`src/rtl/fetch_unit.sv`:
```
// Instruction fetch stage: in-order req/gnt/rvalid reads into a small instruction buffer,
// one instruction per cycle to the decoder, with wrong-path squashing on a taken redirect.
module fetch_unit_chk #(
    parameter int CNT_W = 2
) (
    input logic             clk,
    input logic             rst_n,
    input logic             rvalid_i,
    input logic [CNT_W-1:0] outstanding_i
);
    // A memory response with nothing outstanding is a protocol violation by the memory.
    a_no_orphan_rvalid: assert property (@(posedge clk) disable iff (!rst_n)
        rvalid_i |-> (outstanding_i != {CNT_W{1'b0}}));
endmodule

module fetch_unit #(
    parameter int ADDR_W     = 12,
    parameter int INSTR_W    = 16,
    parameter int FIFO_DEPTH = 2,
    parameter int RESET_PC   = 0
) (
    input  logic               clk,
    input  logic               rst_n,
    output logic               imem_req,
    output logic [ADDR_W-1:0]  imem_addr,
    input  logic               imem_gnt,
    input  logic               imem_rvalid,
    input  logic [INSTR_W-1:0] imem_rdata,
    input  logic               stall,
    input  logic               load_pc,
    input  logic [ADDR_W-1:0]  load_pc_val,
    output logic [INSTR_W-1:0] instruction,
    output logic               instr_valid,
    output logic [ADDR_W-1:0]  instr_pc
);
    localparam int PTR_W = $clog2(FIFO_DEPTH);
    localparam int CNT_W = PTR_W + 1;
    localparam int SUM_W = CNT_W + 2;

    localparam logic [1:0] ST_IDLE  = 2'd0;
    localparam logic [1:0] ST_FETCH = 2'd1;
    localparam logic [1:0] ST_FLUSH = 2'd2;

    logic [1:0]         state_q, state_d;
    logic [ADDR_W-1:0]  fetch_pc_q, fetch_pc_d;
    logic [CNT_W-1:0]   out_q, out_d, drop_q, drop_d, cnt_q, cnt_d;
    logic [PTR_W-1:0]   rd_q, rd_d, wr_q, wr_d, prd_q, prd_d, pwr_q, pwr_d;
    logic [INSTR_W-1:0] data_q [FIFO_DEPTH];
    logic [INSTR_W-1:0] data_d [FIFO_DEPTH];
    logic [ADDR_W-1:0]  ipc_q  [FIFO_DEPTH];
    logic [ADDR_W-1:0]  ipc_d  [FIFO_DEPTH];
    logic [ADDR_W-1:0]  rpc_q  [FIFO_DEPTH];
    logic [ADDR_W-1:0]  rpc_d  [FIFO_DEPTH];
    logic               imem_req_q, imem_req_d, instr_valid_q, instr_valid_d;
    logic [INSTR_W-1:0] instruction_q, instruction_d;
    logic [ADDR_W-1:0]  instr_pc_q, instr_pc_d;

    logic               consume_s, redirect_s, gnt_s, rv_s, drop_word_s, push_s;
    logic [SUM_W-1:0]   occupancy_s;

    // Next-state logic for request tracking, instruction buffer, FSM and registered outputs.
    always_comb begin
        consume_s   = instr_valid_q && !stall;
        redirect_s  = consume_s && load_pc;
        gnt_s       = imem_req_q && imem_gnt;
        rv_s        = imem_rvalid && (out_q != {CNT_W{1'b0}});
        drop_word_s = rv_s && (drop_q != {CNT_W{1'b0}});
        push_s      = rv_s && !drop_word_s && !redirect_s;

        out_d = out_q + CNT_W'(gnt_s) - CNT_W'(rv_s);

        // Request PCs travel in order alongside the requests so instr_pc stays exact across redirects.
        rpc_d = rpc_q;
        if (gnt_s) begin
            rpc_d[pwr_q] = fetch_pc_q;
        end else begin
            rpc_d[pwr_q] = rpc_q[pwr_q];
        end
        pwr_d = pwr_q + PTR_W'(gnt_s);
        prd_d = prd_q + PTR_W'(rv_s);

        data_d = data_q;
        ipc_d  = ipc_q;
        if (push_s) begin
            data_d[wr_q] = imem_rdata;
            ipc_d[wr_q]  = rpc_q[prd_q];
        end else begin
            data_d[wr_q] = data_q[wr_q];
        end

        if (redirect_s) begin
            cnt_d      = {CNT_W{1'b0}};
            rd_d       = {PTR_W{1'b0}};
            wr_d       = {PTR_W{1'b0}};
            drop_d     = out_d;
            fetch_pc_d = load_pc_val;
        end else begin
            cnt_d      = cnt_q + CNT_W'(push_s) - CNT_W'(consume_s);
            rd_d       = rd_q + PTR_W'(consume_s);
            wr_d       = wr_q + PTR_W'(push_s);
            drop_d     = drop_q - CNT_W'(drop_word_s);
            fetch_pc_d = fetch_pc_q + ADDR_W'(gnt_s);
        end

        case (state_q)
            ST_IDLE: state_d = ST_FETCH;
            ST_FETCH: begin
                if (redirect_s && (out_d != {CNT_W{1'b0}})) begin
                    state_d = ST_FLUSH;
                end else begin
                    state_d = ST_FETCH;
                end
            end
            ST_FLUSH: begin
                if (drop_d == {CNT_W{1'b0}}) begin
                    state_d = ST_FETCH;
                end else begin
                    state_d = ST_FLUSH;
                end
            end
            default: state_d = ST_IDLE;
        endcase

        // Stale responses still count against capacity until they have drained.
        occupancy_s   = SUM_W'(out_d) + SUM_W'(cnt_d) + SUM_W'(drop_d);
        imem_req_d    = (state_d != ST_IDLE) && (occupancy_s < SUM_W'(FIFO_DEPTH));
        instr_valid_d = (cnt_d != {CNT_W{1'b0}}) && (state_d != ST_FLUSH);
        if (instr_valid_d) begin
            instruction_d = data_d[rd_d];
            instr_pc_d    = ipc_d[rd_d];
        end else begin
            instruction_d = {INSTR_W{1'b0}};
            instr_pc_d    = {ADDR_W{1'b0}};
        end
    end

    // State, counter, buffer and output registers.
    always_ff @(posedge clk or negedge rst_n) begin
        if (!rst_n) begin
            state_q       <= ST_IDLE;
            fetch_pc_q    <= ADDR_W'(RESET_PC);
            out_q         <= {CNT_W{1'b0}};
            drop_q        <= {CNT_W{1'b0}};
            cnt_q         <= {CNT_W{1'b0}};
            rd_q          <= {PTR_W{1'b0}};
            wr_q          <= {PTR_W{1'b0}};
            prd_q         <= {PTR_W{1'b0}};
            pwr_q         <= {PTR_W{1'b0}};
            for (int i = 0; i < FIFO_DEPTH; i++) begin
                data_q[i] <= {INSTR_W{1'b0}};
                ipc_q[i]  <= {ADDR_W{1'b0}};
                rpc_q[i]  <= {ADDR_W{1'b0}};
            end
            imem_req_q    <= 1'b0;
            instr_valid_q <= 1'b0;
            instruction_q <= {INSTR_W{1'b0}};
            instr_pc_q    <= {ADDR_W{1'b0}};
        end else begin
            state_q       <= state_d;
            fetch_pc_q    <= fetch_pc_d;
            out_q         <= out_d;
            drop_q        <= drop_d;
            cnt_q         <= cnt_d;
            rd_q          <= rd_d;
            wr_q          <= wr_d;
            prd_q         <= prd_d;
            pwr_q         <= pwr_d;
            data_q        <= data_d;
            ipc_q         <= ipc_d;
            rpc_q         <= rpc_d;
            imem_req_q    <= imem_req_d;
            instr_valid_q <= instr_valid_d;
            instruction_q <= instruction_d;
            instr_pc_q    <= instr_pc_d;
        end
    end

    assign imem_req    = imem_req_q;
    assign imem_addr   = fetch_pc_q;
    assign instr_valid = instr_valid_q;
    assign instruction = instruction_q;
    assign instr_pc    = instr_pc_q;

    fetch_unit_chk #(.CNT_W(CNT_W)) u_chk (
        .clk           (clk),
        .rst_n         (rst_n),
        .rvalid_i      (imem_rvalid),
        .outstanding_i (out_q)
    );
endmodule

```
`config.mk`:
```
export PLATFORM = sky130hd
export DESIGN_NAME = fetch_unit
export DESIGN_NICKNAME = d
export VERILOG_FILES = /design/src/rtl/fetch_unit.sv
export SDC_FILE = /design/constraint.sdc
export NUM_CORES = 1
export LEC_CHECK = 0
export ABC_AREA = 0
export CORE_MARGIN = 2
export CORE_UTILIZATION = 55
export DETAILED_ROUTE_END_ITERATION = 12
export PLACE_DENSITY = 0.79
export SYNTH_ARGS = -nofsm -noshare
export SYNTH_HDL_FRONTEND = slang
export SYNTH_SLANG_ARGS = --single-unit
```
`constraint.sdc`:
```
create_clock -name clk -period 3.4 [get_ports clk]
set_input_delay 0.68 -clock clk [delete_from_list [all_inputs] [get_ports clk]]
set_output_delay 0.68 -clock clk [all_outputs]
set_load 0.1 [all_outputs]
```
Word-level counts from Yosys, hierarchy flattened
Index checks and enable logic that the tools add are counted.
{"block": "word_totals", "reg_bits": 134, "inputBits": 34, "output_inout_bits": 42, "wordCells": 106}
{"block": "classes", "add_sub_neg": 12, "order_cmp": 7, "eq_ne": 3, "n_mux": 39, "n_bitwise": 4, "n_reduce_logical": 22}
{"op": "two-way mux 12 bit", "count": 13}
{"op": "two-way mux 16 bit", "count": 8}
{"op": "bitwise mux 24 bit", "count": 3}
{"op": "bitwise mux 32 bit", "count": 2}
{"op": "two-way mux 24 bit", "count": 2}
{"op": "two-way mux 32 bit", "count": 1}
{"op": "demux 12 bit (select 1 bit)", "count": 2}
{"op": "demux 16 bit (select 1 bit)", "count": 1}
{"op": "adder 12 x 1 -> 12 bit", "count": 1}
{"op": "logical AND 1 bit", "count": 12}
{"op": "nonzero test 2 bit", "count": 5}
{"op": "greater-or-equal comparator 2 bit (second input constant)", "count": 4}
{"op": "two-way mux 2 bit", "count": 4}
{"op": "inverter 1 -> 2 bit", "count": 4}
{"op": "case mux 2 bit (3 select lines)", "count": 1}
{"op": "subtractor 2 x 1 -> 2 bit", "count": 3}
{"op": "adder 1 bit", "count": 4}
{"op": "adder 2 x 1 -> 2 bit", "count": 2}
{"op": "adder 3 x 2 -> 4 bit", "count": 1}
{"op": "zero test 2 bit", "count": 2}
{"op": "less-than comparator 2 x 1 -> 1 bit (second input constant)", "count": 2}
{"op": "less-than comparator 4 x 2 -> 1 bit (second input constant)", "count": 1}
{"op": "adder 2 x 2 -> 3 bit", "count": 1}
{"op": "zero test 1 bit", "count": 3}
{"op": "other kinds (4)", "count": 5}

Depth between registers and ports, before layout
{"block": "logic_depth", "word_depth": 13, "ltp_mapped": 15, "depth_no_buf": 15}

Worst setup path before layout
Ideal clock, no wire load.
{"block": "synth_timing", "path_kind": "flip-flop to flip-flop", "startpoint": "reg instr_valid_q, in the netlist instr_valid", "endpoint": "reg imem_req_q, in the netlist imem_req", "setup_ns": 0.104, "t_arrival_ns": 3.485, "required_ns": 3.296, "setup_slack_ns": -0.189, "stages_incl_launch_ff": 15, "n_path_buf": 0, "period_less_slack_ns": 3.589, "cell_sequence": "dfrtp_1 nor2b_4 and2_4 nor2_4 inv_2 ha_1 inv_1 ha_1 xor2_1 xnor2_1 nor2_1 ha_1 ha_1 or3_1 a221oi_1"}
{"block": "synth_between", "elab_chain_len": 11, "word_cells_on_any_way": 18, "classes_between": "add/sub (4); order compare (1); mux (5); reduce/logical (8)"}
{"element": "start, declared", "line_no": "54", "source": "logic imem_req_q, imem_req_d, instr_valid_q, instr_valid_d;"}
{"element": "start signal, assigned", "line_no": "172", "source": "instr_valid_q <= instr_valid_d;"}
{"element": "logical AND 1 bit *", "line_no": "63", "source": "consume_s = instr_valid_q && !stall;"}
{"element": "logical AND 1 bit", "line_no": "64", "source": "redirect_s = consume_s && load_pc;"}
{"element": "zero test 1 bit", "line_no": "68", "source": "push_s = rv_s && !drop_word_s && !redirect_s;"}
{"element": "logical AND 1 bit", "line_no": "68"}
{"element": "adder 2 x 1 -> 2 bit", "line_no": "98", "source": "cnt_d = cnt_q + CNT_W'(push_s) - CNT_W'(consume_s);"}
{"element": "subtractor 2 x 1 -> 2 bit", "line_no": "98"}
{"element": "two-way mux 2 bit *", "line_no": "91", "source": "if (redirect_s) begin"}
{"element": "named net cnt_d[1]", "line_no": "46", "source": "logic [CNT_W-1:0] out_q, out_d, drop_q, drop_d, cnt_q, cnt_d;"}
{"element": "adder 2 x 2 -> 3 bit *", "line_no": "125", "source": "occupancy_s = SUM_W'(out_d) + SUM_W'(cnt_d) + SUM_W'(drop_d);"}
{"element": "adder 3 x 2 -> 4 bit *", "line_no": "125"}
{"element": "less-than comparator 4 x 2 -> 1 bit *", "line_no": "126", "source": "imem_req_d = (state_d != ST_IDLE) && (occupancy_s < SUM_W'(FIFO_DEPTH));"}
{"element": "logical AND 1 bit *", "line_no": "126"}
{"element": "named net imem_req_d", "line_no": "54"}
{"element": "end signal, assigned", "line_no": "171", "source": "imem_req_q <= imem_req_d;"}
{"element": "end, declared", "line_no": "54"}
Mark *: on every way through the listed nets, which the timed path passes. The rest lies on a longest branch.

Worst setup path after layout
{"block": "layout_timing", "startpoint": "in stall", "endpoint": "reg imem_req_q, in the netlist imem_req"}
{"block": "layout_between", "elab_chain_len": 12, "word_cells_on_any_way": 19, "classes_between": "add/sub (4); order compare (1); mux (5); reduce/logical (9)"}
{"element": "start, declared", "line_no": "29", "source": "input logic stall,"}
{"element": "zero test 1 bit *", "line_no": "63"}
{"element": "logical AND 1 bit *", "line_no": "63"}
{"element": "logical AND 1 bit", "line_no": "64"}
{"element": "zero test 1 bit", "line_no": "68"}
{"element": "logical AND 1 bit", "line_no": "68"}
{"element": "adder 2 x 1 -> 2 bit", "line_no": "98"}
{"element": "subtractor 2 x 1 -> 2 bit", "line_no": "98"}
{"element": "two-way mux 2 bit *", "line_no": "91"}
{"element": "named net cnt_d[1]", "line_no": "46"}
{"element": "adder 2 x 2 -> 3 bit *", "line_no": "125"}
{"element": "adder 3 x 2 -> 4 bit *", "line_no": "125"}
{"element": "less-than comparator 4 x 2 -> 1 bit *", "line_no": "126"}
{"element": "logical AND 1 bit *", "line_no": "126"}
{"element": "named net imem_req_d", "line_no": "54"}
Marked as above.

==> summary.md <==
| Metric | Value |
|---|---|
| Antenna violations before repair | 0 |
| Diode count | 0 |
| First-pass GRT wire length | 19,500 um |
| PortBufs | 75 |
| Total gr overflow | 0 |
| Post-synth top area cell | dfrtp_1 |
| Total GRT Usage | 22.2% |
| Mapped Nets | 526 |
| TritonCTS Buffers | 17 |
| Nets@finish | 612 |
| Routed vias | 3,935 |
| Slew Limit Fails | 0 |
| Arrival time worst endpoint | 3.64 ns |
| Remaining DRCs | 0 |
| H-tree lvl count | 4 |
| Synth async-reset ratio | 100% |
| Sequential area share after synthesis | 57.8% |
| CORE AREA | 10,300 sq um |
| Share of the synthesized area in the top cell type | 57.8% |
| Worst-Skew Late Latency | approximately 0.52 ns |
| Hold Slack | 0.164 ns |
| Gpl congestion | 0.803 |
| Worst clock skew | ~0.0077 ns |
| Mapped cell area | about 5800 sq um |
| EDFF count, synth | 0 |
| WL final | 11,700 um |
| # resized after CTS | 0 |
| Crit. End Element | flip-flop |
| MaxCap Viol Count | 0 |
| Routed wire per std cell | around 16 um |
| Slew headroom | between 30 and 40% |
| Post-Synthesis Cells | ~480 |
| Vias in the first global route | 3,970 |
| Tcrit/Tclk final | 95.0% |
| Maximum clock rate | approximately 310 MHz |
| Post-route antenna net violation count | 0 |
| Die X-Extent | 107 um |
| Min-Delay Path Class | in2async |
| Clock Path Buffers | 2 |
| Clock transition at the registers of the reported paths | 0.07 ns |
| CTS Sinks | 134 |
| Vias per cell | 5.49 |
| DRT Pass-1 Iters | 7 |
| Die Y | 107 um |
| Dominant synthesized flop cell | dfrtp_1 |
| Postcts setup bufs | 0 |
| Commonest non-fill, non-tap cell in the layout | dfrtp_1 |
| Synthesis-to-layout area growth | 24.7% |
| Most frequent cells in the layout | dfrtp_1 (132), clkdlybuf4s50_1 (48), buf_4 (44) |
| Slew @ Worst Pin | roughly 0.99 ns |
| Status | complete, no violations |
| Initial Util | 56.4% |
| Io pins | between 70 and 80 |
| Crit Path Class | in2reg |
| Num rows | 37 |
| Dpl hpwl | 7580 um |
| Final hold violation count | 0 |
| Distinct cells, synth | 45 |
| Maximum fanout along the worst path | 2 |
| Top cells by area in the synthesized netlist | dfrtp_1 (58%), mux2_2 (6.8%), mux2i_1 (4.8%), nor2_1 (2.7%), a211oi_1 (2.3%) |
| Largest net degree at the start of global routing | 56 |
| CTS root buffer | clkbuf_8 |
| CP Launch Type | input port |
| 1st-iter DRT viols | 173 |
| TritonCTS clock tree | built |
| Share of layout cells above drive strength 1 | 24.1% |
| Synth warn | 0 |
| Synth Register Bits | between 100 and 150 |
| Min cycle time layout | 3.23 ns |
| Final setup violation count | 0 |
| RSZ-0062 raised after global routing | no |
| CP Data Required Time | 3.81 ns |
| Die area | 11,400 sq um |
| Fillers | roughly 770 |
| Quantity of hold-fixing buffers added after cts | 0 |
| Syn Area/Cell | approximately 12 sq um |
-- worst paths after layout --
kind / startpoint / end / slack (ns) / depth (start not counted)
max in group asynchronous: rst_n / imem_addr[4]$_DFF_PN0_ / 2.34 / 2
hold / removal: rst_n / instruction[10]$_DFF_PN0_ / 0.16 / 1
setup reg to reg: out_q[1]$_DFF_PN0_ / imem_req$_DFF_PN0_ / 0.31 / 14
min in group clk: ipc_q[7]$_DFF_PN0_ / ipc_q[7]$_DFF_PN0_ / 0.47 / 2
setup / recovery: stall / imem_req$_DFF_PN0_ / 0.17 / 15
hold reg to reg: ipc_q[7]$_DFF_PN0_ / ipc_q[7]$_DFF_PN0_ / 0.47 / 2
-- layer usage --
metal,vias to the layer above,wire [um],global-route usage [%]
met5,-,0,0
met4,0,139,7.42
met3,15,580,5.23
li1,1832,-,-
met1,1972,5030,28.5
met2,116,5980,37.2
-- Yosys cell counts (2+ instances only) --
library cell,count
o21a_1,2
a211oi_2,10
inv_1,23
nand2_1,35
nand3_1,4
and2_1,12
a211oi_1,18
xnor2_1,13
clkbuf_1,10
and2_4,2
a21oi_1,19
mux2i_1,28
inv_2,2
dfrtp_1,134
nand2b_1,2
ha_1,10
a221oi_1,12
xor2_1,6
and3_1,2
buf_2,8
nor2_1,42
buf_6,3
buf_1,4
mux2_1,3
mux2_2,35
o21ai_0,24
-- registers in the layout, summed over array words and instances, names as in the netlist --
register and flops:
instr_valid 1, rpc_q 24, out_q 2, prd_q 1
wr_q 1, data_q 32, pwr_q 1, drop_q 2
imem_req 1, ipc_q 24, rd_q 1, imem_addr 12
instruction 16, cnt_q 2, instr_pc 12, state_q 2
-- metrics by stage --
| step | utilization [%] | std cells | instance area (sq um) | TNS, ns | worst slack (ns) |
|---|---|---|---|---|---|
| CTS | 70.3 | 717 | 7230 | 0 | 0.215 |
| floorplan | - | 482 | 5800 | 0 | 0.108 |
| global placement | 64.9 | 685 | 6670 | -0.250 | -0.250 |
| finish | 70.3 | 717 | 7230 | 0 | 0.171 |
| detailed placement | 64.9 | 685 | 6670 | -0.338 | -0.338 |
| global route | 70.3 | 717 | 7230 | 0 | 0.0658 |
-- final cells by class --
| type | count | area, sq um | share of cell area [%] |
|---|---|---|---|
| Clock buffer | 18 | 428 | 5.92 |
| Clock inverter | 14 | 129 | 1.78 |
| Inverter | 26 | 100 | 1.38 |
| Multi-Input combinational cell | 295 | 2190 | 30.4 |
| Sequential cell | 134 | 3360 | 46.4 |
| Tap cell | 136 | 170 | 2.35 |
| Timing Repair Buffer | 94 | 851 | 11.8 |
-- cell families (layout without fill, tap and decap cells) --
family,after synthesis,count (layout),synth area share [%]
flip-flops,134,134,57.8
AO/OA/AOI/OAI,88,88,10.8
adder cells (fa/ha/maj),10,10,2.16
XOR/XNOR,20,20,3.15
buffers and inverters,53,152,4.30
AND/OR/NAND/NOR,110,110,9.13
multiplexers,67,67,12.6
-- critical path, stage by stage --
cell,delay (ns)
clkdlybuf4s50_1,0.51
nor2b_4,0.05
and2_4,0.16
nor2_4,0.11
inv_2,0.04
ha_1,0.26
inv_1,0.04
ha_1,0.18
xor2_1,0.15
xnor2_1,0.20
nor2_1,0.09
ha_1,0.30
ha_1,0.30
or3_1,0.35
a221oi_1,0.21
Power is not shown: default switching activity piles up to over one toggle a cycle in this logic, so the estimate is an artifact.
